`config.mk`:
```
export PLATFORM = sky130hd
export DESIGN_NAME = hack_pc
export DESIGN_NICKNAME = d
export VERILOG_FILES = /design/src/rtl/hack_pkg.sv /design/src/rtl/hack_pc_inc_n.sv /design/src/rtl/hack_pc.sv
export SDC_FILE = /design/constraint.sdc
export NUM_CORES = 1
export LEC_CHECK = 0
export CAP_MARGIN = 25
export CORE_UTILIZATION = 40
export DETAILED_ROUTE_END_ITERATION = 10
export DONT_BUFFER_PORTS = 1
export PLACE_DENSITY = 0.6
export RECOVER_POWER = 50
export SLEW_MARGIN = 30
export SYNTH_ARGS = -nofsm -noshare
export SYNTH_HDL_FRONTEND = slang
export SYNTH_HIERARCHICAL = 1
export SYNTH_SLANG_ARGS = --single-unit
```
`constraint.sdc`:
```
create_clock -name clk -period 4.7 [get_ports clk]
set_input_delay 0.94 -clock clk [delete_from_list [all_inputs] [get_ports clk]]
set_output_delay 0.94 -clock clk [all_outputs]
set_load 0.05 [all_outputs]
```
`src/rtl/hack_pkg.sv`:
```
// Shared Hack definitions: word width, PC reset vector and single-bit gate
// primitives used to build datapaths structurally.
package hack_pkg;

  localparam int HACK_WORD_W = 16;
  localparam logic [HACK_WORD_W-1:0] HACK_PC_RESET_VEC = 16'h0000;

  typedef logic [HACK_WORD_W-1:0] hack_word_t;

  function automatic logic gate_nand(input logic a, input logic b);
    return ~(a & b);
  endfunction

  function automatic logic gate_not(input logic a);
    return gate_nand(a, a);
  endfunction

  function automatic logic gate_and(input logic a, input logic b);
    return gate_not(gate_nand(a, b));
  endfunction

  function automatic logic gate_or(input logic a, input logic b);
    return gate_nand(gate_not(a), gate_not(b));
  endfunction

  function automatic logic gate_xor(input logic a, input logic b);
    return a ^ b;
  endfunction

  // sel=1 picks b; a is fully masked so an X on the unselected leg stays out.
  function automatic logic gate_mux(input logic a, input logic b, input logic sel);
    return sel ? b : a;
  endfunction

endpackage

```
`src/rtl/hack_pc_inc_n.sv`:
```
// WIDTH-bit +1 incrementer: ripple of half-adders with carry-in tied high.
// cout is set only when a is all-ones.
module inc_n
  import hack_pkg::*;
#(
  parameter int WIDTH = HACK_WORD_W
) (
  input  logic [WIDTH-1:0] a,
  output logic [WIDTH-1:0] sum,
  output logic             cout
);

  logic [WIDTH:0] carry;

  assign carry[0] = 1'b1;

  for (genvar i = 0; i < WIDTH; i++) begin : g_ha
    assign sum[i]     = gate_xor(a[i], carry[i]);
    assign carry[i+1] = gate_and(a[i], carry[i]);
  end

  assign cout = carry[WIDTH];

endmodule

```
`src/rtl/hack_pc.sv`:
```
// Hack program counter: reset > load > inc > hold, one-cycle registered update.
// Optional registered wrap pulse when HACK_PC_WRAP_FLAG_EN is defined.
module hack_pc
  import hack_pkg::*;
#(
  parameter int              WIDTH       = HACK_WORD_W,
  parameter logic [WIDTH-1:0] RESET_VALUE = WIDTH'(HACK_PC_RESET_VEC)
) (
  input  logic             clk,
  input  logic             reset,
  input  logic [WIDTH-1:0] in,
  input  logic             load,
  input  logic             inc,
  output logic [WIDTH-1:0] out
`ifdef HACK_PC_WRAP_FLAG_EN
  ,
  output logic             wrap
`endif
);

  logic [WIDTH-1:0] out_q;
  logic [WIDTH-1:0] out_d;
  logic [WIDTH-1:0] inc_val;
  logic [WIDTH-1:0] inc_sel;
  logic             wrap_carry;

  inc_n #(
    .WIDTH(WIDTH)
  ) u_inc (
    .a   (out_q),
    .sum (inc_val),
    .cout(wrap_carry)
  );

  // Mux chain: inc stage, then load stage; the reset stage is the flop's sync clear.
  for (genvar i = 0; i < WIDTH; i++) begin : g_mux
    assign inc_sel[i] = gate_mux(out_q[i], inc_val[i], inc);
    assign out_d[i]   = gate_mux(inc_sel[i], in[i], load);
  end

  always_ff @(posedge clk) begin
    if (reset) begin
      out_q <= RESET_VALUE;
    end else begin
      out_q <= out_d;
    end
  end

  assign out = out_q;

`ifdef HACK_PC_WRAP_FLAG_EN
  logic wrap_q;
  logic wrap_d;

  // Only a genuine increment of all-ones wraps; a load of 0 or all-ones never does.
  assign wrap_d = gate_and(gate_and(gate_not(load), inc), wrap_carry);

  always_ff @(posedge clk) begin
    if (reset) begin
      wrap_q <= 1'b0;
    end else begin
      wrap_q <= wrap_d;
    end
  end

  assign wrap = wrap_q;
`else
  logic unused_wrap_carry;
  assign unused_wrap_carry = wrap_carry;
`endif

endmodule
```
Yosys cells after proc, flatten, opt, wreduce, memory -nomap -nowiden
Index checks and enable logic that the tools add are counted.
{ "op_classes": {"add_sub_neg": 0, "multipliers": 0, "div_mod_pow": 0, "order_cmp": 0, "eq_ne": 0, "shift": 0, "muxes": 32, "bitwise_logic": 30, "n_reduce_logical": 1} }
{ "ops": {"columns": ["operator", "n"], "rows": [
  ["$mux 1", 32],
  ["$xor 1x1->1", 15],
  ["$and 1x1->1", 14],
  ["$reduce_bool 2->1", 1],
  ["$not 1->1", 1]
]} }
{ "word_totals": {"register_bits": 16, "latchBits": 0, "mem_bits_rw": 0, "romBits": 0, "inputBits": 20, "elab_cells": 64, "mem_count": 0} }

Longest topological paths before layout
{ "depth": {"word_depth": 17, "mapped_depth": 17} }

Modules after synthesis
The synthesis kept the hierarchy.
{ "by_module_without_submodules": {"columns": ["module", "n_inst", "cells_each", "area_per_inst_um2", "seq_area_each_um2"], "rows": [
  ["hack_pc", 1, 71, 805.8, 320.3],
  ["inc_n", 1, 16, 191.4, 0.0]
]} }

Worst setup path before layout
Ideal clock, no wire load.
{ "synth_path": {"path_type": "register to register", "from": "register out_q[0] (netlist: out[0])", "to": "register out_q[15] (netlist: out[15])", "arrival_ns": 3.524, "required_time_ns": 4.614, "setup_slack_ns": 1.091, "path_stages_with_launch": 18, "n_path_buf": 0, "cell_sequence": "dfxtp_1 ha_1 ha_1 ha_1 ha_1 ha_1 ha_1 ha_1 ha_1 ha_1 ha_1 ha_1 ha_1 ha_1 ha_1 ha_1 mux2i_1 a211oi_1"} }
{ "synth_between": {"elab_chain_cells": 17} }
{ "synth_rtl": {"columns": ["element", "line", "text"], "rows": [
  ["from (decl)", "hack_pc.sv:21", "logic [WIDTH-1:0] out_q;"],
  ["from (signal assigned)", "hack_pc.sv:45", "out_q <= out_d;"],
  ["$and 1x1->1 (14 in a row)", "hack_pkg.sv:11", "return ~(a & b);"],
  ["$xor 1x1->1", "hack_pkg.sv:27", "return a ^ b;"],
  ["$mux 1", "hack_pkg.sv:32", "return sel ? b : a;"],
  ["named net inc_sel[15]", "hack_pc.sv:24", "logic [WIDTH-1:0] inc_sel;"],
  ["$mux 1", "hack_pkg.sv:32", null]
]} }
The timed path passes the listed nets, and every way through them passes these cells. The select of a mux whose other input is x is not followed.
A chain may end at the register's enable or synchronous reset.

Final worst setup path
Same ends and word-level chain as after synthesis.

==> flow_summary.yaml <==
run_status:
  outcome: "completed"
power_and_ir_drop:
  vdd_drop_max_v: 0.000183
  power.density_mw_per_mm2: 310
  leakagePower_nw: 0.470
sta:
  hold_viol: 0
  max_freq_ghz: 0.264
  period_needed_ns: 3.79
  final-max-slew-violation-count: 0
  finalSetupViolations: 0
  worstMarginPinSlew_ns: 0.696
  rsz0062_at_grt: "no"
  fin_crit_sh: 0.807
  relSlewSlack: 0.535
  fin_skew_ns: 0.00356
  tns_ns: 0
logic_synthesis:
  synthTopCellsByCount: "16 x dfxtp_1, 16 x mux2i_1, 16 x nor2b_1, 15 x ha_1, 10 x a211oi_2"
  synth_enable_flop_cells: 0
  synth_area_um2: 997
  netlist.area_leader.share: 0.321
  ys_seq_elements: 16
  yosys-top-cells-area: "dfxtp_1 32%, ha_1 19%, mux2i_1 16%, a211oi_2 13%, nor2b_1 10%"
  async_flop_share: 0
  ys_warn_count: 6
  synthCells: 87
  synth_top_area_cell: "dfxtp_1"
  synthFlopType: "dfxtp_1"
  synth_fp_nets: 122
  seq_area_frac_synth: 0.321
  synth_cell_type_count: 13
  synth_area_per_cell_um2: 11.5
grt:
  grt_max_degree: 18
  grt_pass1_vias: 575
  antenna_found_initial: 0
  grt_usage: 0.139
  overflow: 0
  grt_pass1_wl_um: 2640
finish:
  syn_to_final_growth_pct: 2.01
  drive_above_1_share: 0.165
  largest_register_ffs: 16
  nets: 121
  final_area_mm2: 0.00102
  antenna_cells: 0
  num-fill-cells: 214
cts:
  h-tree-depth: 1
  clkLatencyLatePin_ns: 0.28
  clkSlewWorstSetupHoldPaths_ns: 0.09
  cts-hold-fix-buffers: 0
  post_cts_resized: 0
  cts_sinks: 16
  ctsLongestPathBuffers: 2
  cts_setup_buffers: 0
  cts_tree: "built"
  cts-root-buf: "clkbuf_4"
  cts_buffers: 3
critical_path:
  path_buf_inv: 0
  crit_family: "adder cells"
  crit_chain: "ha_1 > ha_1 > ha_1 > ha_1 > ha_1 > ha_1 > ha_1 > ha_1 > ha_1 > ha_1 > ha_1 > ha_1 > ha_1 > ha_1 > ha_1 > mux2i_1 > a211oi_1"
  r2r_end: "out[15]"
  critPathMaxStageDelay_ns: 0.51
  r2r_slack_ns: 0.91
  r2r-start: "out[0]"
  path_class: "reg2reg"
  reg2reg_depth: 17
  critPathArrivalTime_ns: 4.00
  crit_top_cell: "ha_1"
  slowest_stage: "dfxtp_1"
  crit_fanout: 4
  cp-end-kind: "register"
  startpoint_type: "register"
  crit_required_ns: 4.90
place:
  portBuffers: 0
  post_dp_cell_area_um2: 981
  gp_congestion: 0.695
  post-dp-hpwl_um: 1190
floorplanning:
  die-area_mm2: 0.00270
  die_w_um: 51.9
  initial_core_util: 0.438
  die_h_um: 51.9
  boundaryPins: 36
  row_count: 17
  core_area_mm2: 0.00228
job:
  cap_violations: 0
detailed_routing:
  routedWlPerCell_um: 14.9
  drt_iter0_markers: 5
  postRouteAntennaNets: 0
  totalWireLength_um: 1690
  num_vias: 592
  drc: 0
  dr.pass1.iters: 2
  avgViaCountPerCell: 5.24
hold_path:
  hp-start: "reset"
  hold_depth: 1
  hold_path.class: "in2reg"
  holdPathEnd: "out[4]"
-- stage by stage --
stage	instances	hold WS, ns	setup WS (ns)	utilization	total power [mW]
2_1_floorplan	87	0.785	1.09	-	0.233
3_3_place_gp	109	0.799	0.933	0.431	0.229
4_1_cts	113	0.687	0.862	0.447	0.323
5_1_grt	113	0.675	0.619	0.447	0.334
6_report	113	0.709	0.905	0.447	0.315
3_5_place_dp	109	0.806	0.899	0.431	0.230
-- metal layers --
metal | up-vias | wire length, µm | track usage
li1 | 313 | - | -
met1 | 262 | 771 | 0.155
met2 | 15 | 789 | 0.226
met3 | 2 | 109 | 0.0643
met4 | 0 | 14 | 0.0541
met5 | - | 0 | 0
-- logic make-up (layout without fill, tap and decap cells) --
group / Yosys count / in the layout / share of synthesized area
AO/OA/AOI/OAI: 16 / 16 / 0.171
adder cells (fa/ha/maj): 15 / 15 / 0.188
buffers and inverters: 8 / 6 / 0.0590
flip-flops: 16 / 16 / 0.321
multiplexers: 16 / 16 / 0.161
AND/OR/NAND/NOR: 16 / 16 / 0.100
-- worst max-delay path by stage --
stage,start,end,slack (ns),cells past startpoint
2_1_floorplan,out[0],out[15],1.09,17
3_3_place_gp,out[0],out[15],0.93,17
3_5_place_dp,out[0],out[15],0.90,17
4_1_cts,out[0],out[15],0.86,17
5_1_grt,out[0],out[15],0.62,17
6_report,out[0],out[15],0.91,17
-- where the power goes --
group	total (mW)	switching, mW	internal [mW]	leakage, nW
combinational	0.0347	0.0145	0.0202	0.316
clock	0.0892	0.0421	0.0471	0.0210
sequential	0.191	0.0455	0.146	0.133
total	0.315	0.102	0.213	0.470
-- cells in the final DEF (no fill, tap or decap) --
cell      count
nor2b_1      16
clkbuf_4      3
ha_1         15
a211oi_1      6
clkbuf_8      1
mux2i_1      16
inv_1         2
dfxtp_1      16
a211oi_2     10
-- layout make-up --
class	count	area, µm²	area share
well taps	28	35.0	0.0344
inverters	2	7.51	0.00738
multi-input cells	63	618	0.608
flip-flops and latches	16	320	0.315
clock buffers	4	36.3	0.0357
Note: power is estimated with default switching activity, not from simulation.
